## src/rtl/serial_sub_pkg.sv

```systemverilog
// serial_sub_pkg: shared width, counter width and FSM state type for the serial subtractor
package serial_sub_pkg;
    localparam int SUB_WIDTH = 8;
    localparam int CNT_W = 3;
    typedef enum logic [1:0] {IDLE, SHIFT, DONE} sub_state_t;
endpackage

```

## src/rtl/full_adder_cell.sv

```systemverilog
// full_adder_cell: one-bit combinational full adder
// ports: a, b, cin -> s (sum), cout (carry-out)
module full_adder_cell (
    input  logic a,
    input  logic b,
    input  logic cin,
    output logic s,
    output logic cout
);
    assign s = a ^ b ^ cin;
    assign cout = (a & b) | (cin & (a ^ b));
endmodule

```

## src/rtl/serial_sub_8_bit.sv

```systemverilog
// serial_sub_8_bit: bit-serial diff = a - b - bin, LSB first, one bit per clock
// ports: clk, rst_n (async active-low), start, a, b, bin -> busy, done, diff, bout,
//        ovf (only when SERIAL_SUB_OVF_EN is defined)
module serial_sub_8_bit
    import serial_sub_pkg::*;
#(
    parameter int WIDTH = SUB_WIDTH
) (
    input  logic             clk,
    input  logic             rst_n,
    input  logic             start,
    input  logic [WIDTH-1:0] a,
    input  logic [WIDTH-1:0] b,
    input  logic             bin,
`ifdef SERIAL_SUB_OVF_EN
    output logic             ovf,
`endif
    output logic             busy,
    output logic             done,
    output logic [WIDTH-1:0] diff,
    output logic             bout
);
    sub_state_t state;
    logic [WIDTH-1:0] a_sr, b_sr, part;
    logic [CNT_W-1:0] cnt;
    logic carry, s, cout;
    // subtraction as a + ~b + ~bin: b inverted here, borrow-in inverted into the initial carry
    full_adder_cell fa (.a(a_sr[0]), .b(~b_sr[0]), .cin(carry), .s(s), .cout(cout));
    assign busy = state == SHIFT;
    assign done = state == DONE;
    always_ff @(posedge clk or negedge rst_n) begin
        if (!rst_n) begin
            state <= IDLE;
            a_sr <= '0;
            b_sr <= '0;
            part <= '0;
            cnt <= '0;
            carry <= 1'b0;
            diff <= '0;
            bout <= 1'b0;
`ifdef SERIAL_SUB_OVF_EN
            ovf <= 1'b0;
`endif
        end else begin
            case (state)
                IDLE: if (start) begin
                    a_sr <= a;
                    b_sr <= b;
                    carry <= ~bin;
                    cnt <= '0;
                    part <= '0;
                    state <= SHIFT;
                end
                SHIFT: begin
                    a_sr <= a_sr >> 1;
                    b_sr <= b_sr >> 1;
                    carry <= cout;
                    part <= {s, part[WIDTH-1:1]};
                    cnt <= cnt + 1'b1;
                    if (cnt == CNT_W'(WIDTH - 1)) begin
                        diff <= {s, part[WIDTH-1:1]};
                        bout <= ~cout;
`ifdef SERIAL_SUB_OVF_EN
                        // carry still holds the carry into the MSB here
                        ovf <= carry ^ cout;
`endif
                        state <= DONE;
                    end
                end
                DONE: state <= IDLE;
                default: state <= IDLE;
            endcase
        end
    end
endmodule

```

## config.mk

```make
export PLATFORM = sky130hd
export DESIGN_NAME = serial_sub_8_bit
export DESIGN_NICKNAME = d
export VERILOG_FILES = /design/src/rtl/serial_sub_pkg.sv /design/src/rtl/full_adder_cell.sv /design/src/rtl/serial_sub_8_bit.sv
export SDC_FILE = /design/constraint.sdc
export NUM_CORES = 1
export LEC_CHECK = 0
export CORE_MARGIN = 1.5
export CORE_UTILIZATION = 51
export DETAILED_ROUTE_END_ITERATION = 10
export HOLD_SLACK_MARGIN = 0.03
export PLACE_DENSITY_LB_ADDON = 0.05
export SLEW_MARGIN = 20
export SYNTH_ARGS = -nofsm -noshare
export SYNTH_HDL_FRONTEND = slang
export SYNTH_SLANG_ARGS = --single-unit
```

## constraint.sdc

```tcl
create_clock -name clk -period 1.7 [get_ports clk]
set_input_delay 0.17 -clock clk [delete_from_list [all_inputs] [get_ports clk]]
set_output_delay 0.17 -clock clk [all_outputs]
set_load 0.05 [all_outputs]
```

# After elaboration in Yosys (flattened, before gate mapping)
# Index checks and enable logic that the tools add are counted.
# W data, S select, Z words.
# op_classes
n_mux	13
n_bitwise	8
reduce_logical	5
add_sub_neg	1
eq_ne	5
# ops
cell	n
$pmux W8 S2	3
$mux W8	3
$pmux W3 S2	1
$reduce_and A2 Y1	3
$mux W2	2
$pmux W2 S2	1
$add A3 B1 Y3 const B	1
$eq A3 B3 Y1 const B	1
$mux W3	1
$not A1 Y1	3
$and A1 B1 Y1	2
$eq A2 B1 Y1 const B	1
$eq A2 B2 Y1 const B	1
$logic_not A2 Y1	1
$ne A2 B1 Y1 const B	1
$ne A2 B2 Y1 const B	1
$pmux W1 S2	1
$reduce_bool A2 Y1	1
$xor A1 B1 Y1	2
$mux W1	1
$or A1 B1 Y1	1
# word_totals
wordCells	40
output_inout_bits	11
register_bits	39

# Longest topological paths before layout
# Gate-level depths: netlist of run 1.
# logic_depth
word_depth	5
depth_mapped	6
depth_no_buf	5

# Hierarchy
# From an unflattened synthesis of run 1, not the netlist that was laid out.
# unflattened
cells_unflattened	140
hier_area_um2	1640.3
# modules_own_cells
module	area_each_um2	seq_area_each_um2	n_inst	cells_each
serial_sub_8_bit	1620.3	950.9	1	139
full_adder_cell	20.0	0.0	1	1

# Worst setup path after synthesis of run 1
# Ideal clock, no wire load.
# synth_timing
kind	reg2out
startpoint	register state[1]
endpoint	output port done
n_path_buf	2
path_stages_with_launch	5
path_slack_ns	0.171
t_arrival_ns	1.359
path_cell_list	dfrtp_1 buf_4 inv_1 buf_2 nor2_1
# synth_via
elab_chain_cells	1
# synth_rtl
item	line	rtl
from (decl)	serial_sub_8_bit.sv:23	sub_state_t state;
from (signal assigned)	serial_sub_8_bit.sv:33	state <= IDLE;
from (signal assigned)	serial_sub_8_bit.sv:52	state <= SHIFT;
from (signal assigned)	serial_sub_8_bit.sv:67	state <= DONE;
$eq A2 B2 Y1	serial_sub_8_bit.sv:30	assign done = state == DONE;
to (decl)	serial_sub_8_bit.sv:19	output logic done,
# Every way passes these cells.

# Final worst setup path of run 1
# layout_timing
startpoint	register state[1]
endpoint	output port busy
# layout_via
elab_chain_cells	1
# layout_rtl
item	line	rtl
$eq A2 B1 Y1	serial_sub_8_bit.sv:29	assign busy = state == SHIFT;
to (decl)	serial_sub_8_bit.sv:18	output logic busy,
# Every way passes these cells.

==> impl_results.md, run 1 <==
* Slew at the pin with the worst max-slew slack at 0.523 ns
* CTS clk-pin slew, worst paths at 0.13 ns
* Peak supply drop at roughly 0.00084 V
* Critical Path Slowest Stage Cell: sky130_fd_sc_hd__dfrtp_2
* Number of buffers between clock root and the deepest sink at 2
* Arrival @ worst endpoint at 1.45 ns
* Net count, final at between 150 and 200
* Synth unique cells at 28
* Final total negative setup slack at 0 ns
* Remaining routing DRC violations at 0
* Number of design-rule violations left by the first detailed-router iteration at 64
* Final hold slack at 0.214 ns
* Longest individual stage delay on the worst path at 0.49 ns
* Setup repair after global routing missed its margin: false
* Top Ports at 31
* RD Place Congestion at around 0.8
* Static leakage power at between 0.9 and 1 nW
* Pre-CTS setup slack at around 0.16 ns
* Relative slew slack at between 60% and 70%
* Status: complete, no violations
* Post-route non-filler standard cell count at 219
* Worst setup EP type: primary output
* Die area at 3670 um^2
* Worst setup path category: register to primary output
* Post-Synthesis Net Count at roughly 170
* Count of yosys warnings during synthesis at 0
* Data required, critical path at between 1.5 and 2 ns
* Total core area at 3100 um^2
* Final worst path period share at between 90% and 100%
* Pin count of the biggest net entering global routing at 39
* Layout filler cell count at approximately 270
* Flip-flop and latch count after synthesis at 38
* Combined flip-flop and latch cell area at between 900 and 1000 um^2
* Area of the multi-input gates at about 640 um^2
* Routed Wire Length at between 3000 and 4000 um
* Clock buffer count from CTS at 5
* CP cell instances: nand2b_1 -> inv_4 -> buf_12
* Number of vias per cell after detailed routing at about 5.8
* Ratio of cells with drive above 1 in the final layout at 17.7%
* DIE HEIGHT at slightly above 60 um
* Initial antenna violation count at 0
* TritonCTS clock tree: done
* Max Clock Freq at 618 MHz
* Number of global-route vias before repair at about 1.3k
* Count of standard-cell rows at 20
* Detailed placer's ending HPWL at ~2300 um
* Sequential area share after synthesis at a little under three fifths
* Via count at about 1.3k
* Routed length per placed instance at 16.1 um
* Max cap viols at 0
* Area grow syn2layout at 26.1%
* Hold crit path type: input port to async pin
* Clock latency on the worst-skew pair at approximately 0.36 ns
* First-pass DRT Iterations at 4
* Worst clock skew at 0.0143 ns
* Overall power of the completed layout at 4.13 mW
* Setup repair bufs after CTS at 0
* Post-DRT Antenna Nets at 0
* Instance count after placement with tap cells included at about 210
* Endpoints failing hold at 0
* Worst flop-to-flop path startpoint: cnt[0]$_DFFE_PN0P_
* First-pass GRT wire length at ~6000 um
* Root buffer selected by CTS: sky130_fd_sc_hd__clkbuf_4
* Post-route worst setup slack at roughly 0.083 ns
* Number of antenna cells inserted at 0
* Power per standard cell area at just under 2000 nW/um^2
* Initial Util at between 50 and 60%
* Synthesized area per cell at roughly 12 um^2
* Largest driver fanout on the critical path at 12
* Post-synthesis cell count at 143
* Total track usage at between 20% and 30%
* Clock H-tree levels at 2
* Port Buffer Count at 30
* Global route total overflow at 0
* Final critical-path required period at 1.62 ns
* Worst setup startpoint: state[1]$_DFFE_PN0P_
* Hold bufs inserted after CTS at 0
* Number of slew-limit violations in the final report at 0
* Crit path launch type: register
* Synthesized cell area at roughly 1700 um^2
* Die Width at a little over 60 um
* Final setup violation count at 0
* Sink Count at 38
==> final timing paths <==
kind	end	slack, ns	cells past startpoint
min in group clk	b_sr[7]$_DFFE_PN0P_	0.36	3
max in group asynchronous	state[1]$_DFFE_PN0P_	1.12	2
hold / removal	b_sr[1]$_DFFE_PN0P_	0.21	2
setup reg to reg	diff[1]$_DFFE_PN0P_	0.16	4
hold reg to reg	cnt[0]$_DFFE_PN0P_	0.51	1
setup / recovery	busy	0.08	3
==> registers in the layout, summed over array words and instances, names as in the netlist <==
| signal | flops |
|---|---|
| carry | 1 |
| state | 2 |
| b_sr | 8 |
| bout | 1 |
| cnt | 3 |
| part | 7 |
| a_sr | 8 |
| diff | 8 |
==> layer usage <==
layer	up-vias	wire length [um]	track usage (%)
met1	628	1660	32.2
met3	8	154	5.97
li1	595	-	-
met2	29	1640	34.3
met5	-	0	0
met4	0	65	8.39
==> placed cells by master (no fill, tap or decap), types with 6 or more instances in the layout <==
cell type                         count
sky130_fd_sc_hd__o22ai_1             26
sky130_fd_sc_hd__mux2_4               7
sky130_fd_sc_hd__inv_1                6
sky130_fd_sc_hd__a22o_1               8
sky130_fd_sc_hd__buf_4                6
sky130_fd_sc_hd__nand2_1              6
sky130_fd_sc_hd__a21oi_1             14
sky130_fd_sc_hd__clkdlybuf4s50_1     19
sky130_fd_sc_hd__dlygate4sd2_1        8
sky130_fd_sc_hd__dfrtp_1             36
==> metrics by stage <==
stage	util (%)	area [um^2]
CTS	68.5	2130
detailed placement	65.4	2030
floorplan	-	1690
global placement	65.4	2030
global route	68.6	2130
finish	68.6	2130
==> critical path, delay by kind of cell, from the launching register on <==
kind          cells  cell delay [ns]
simple gates      1             0.28
flops             1             0.49
buf+inv           2             0.32
==> cell type report <==
type | instances | area share [%]
clock buffer | 5 | 1.76
tap | 44 | 2.59
timing repair buffer | 35 | 16.2
sequential | 38 | 44.8
inverter | 7 | 1.35
multi-input combinational | 87 | 30.1
clock inverter | 3 | 3.23
==> what timing repair did <==
action / 4_1_cts / 5_1_grt
setup endpoints to repair: 9 / 1
gates resized for setup: 9 / 2
hold endpoints to repair: 0 / 0
==> where the power goes <==
part / switching, mW / internal, mW / leakage, nW
sequential: 0.328 / 1.31 / 0.465
combinational: 0.979 / 0.734 / 0.468
clock: 0.320 / 0.460 / 0.0554
total: 1.63 / 2.51 / 0.988
==> logic make-up (layout without fill, tap and decap cells) <==
| family | count (synthesis) | in the layout | share of synthesized area, % |
|---|---|---|---|
| and+or+nand+nor | 16 | 16 | 5.93 |
| muxes | 8 | 8 | 6.89 |
| adders and majority gates | 3 | 3 | 2.67 |
| buffers and inverters | 18 | 50 | 5.78 |
| AOI/OAI and AO/OA | 60 | 60 | 22.4 |
| DFF | 38 | 38 | 56.3 |
==> cells in the mapped netlist <==
master | count | area [um^2]
sky130_fd_sc_hd__a211o_1 | 1 | 8.76
sky130_fd_sc_hd__a21oi_1 | 14 | 70.1
sky130_fd_sc_hd__a21oi_2 | 1 | 8.76
sky130_fd_sc_hd__a22o_1 | 8 | 70.1
sky130_fd_sc_hd__buf_2 | 6 | 30.0
sky130_fd_sc_hd__buf_4 | 2 | 15.0
sky130_fd_sc_hd__buf_6 | 2 | 22.5
sky130_fd_sc_hd__clkbuf_1 | 1 | 3.75
sky130_fd_sc_hd__dfrtp_1 | 38 | 951
sky130_fd_sc_hd__fa_1 | 1 | 20.0
sky130_fd_sc_hd__ha_1 | 2 | 25.0
sky130_fd_sc_hd__inv_1 | 6 | 22.5
sky130_fd_sc_hd__inv_2 | 1 | 3.75
sky130_fd_sc_hd__mux2_2 | 1 | 11.3
sky130_fd_sc_hd__mux2_4 | 7 | 105
sky130_fd_sc_hd__nand2_1 | 6 | 22.5
sky130_fd_sc_hd__nand2b_1 | 3 | 18.8
sky130_fd_sc_hd__nand3b_4 | 1 | 20.0
sky130_fd_sc_hd__nor2_1 | 3 | 11.3
sky130_fd_sc_hd__nor2b_1 | 1 | 6.26
sky130_fd_sc_hd__o21ai_0 | 5 | 25.0
sky130_fd_sc_hd__o21ai_1 | 2 | 10.0
sky130_fd_sc_hd__o21ai_2 | 1 | 8.76
sky130_fd_sc_hd__o21bai_1 | 1 | 7.51
sky130_fd_sc_hd__o22ai_1 | 26 | 163
sky130_fd_sc_hd__o31ai_1 | 1 | 7.51
sky130_fd_sc_hd__or2b_1 | 1 | 7.51
sky130_fd_sc_hd__or4b_4 | 1 | 13.8
Note: power is estimated with default switching activity, not from simulation.
==> run 2: changes to the inputs <==
Settings changed: TNS_END_PERCENT from default to 30.
==> results of run 2 <==
Same layout as run 1: the final DEF is identical, and so are final timing and power.
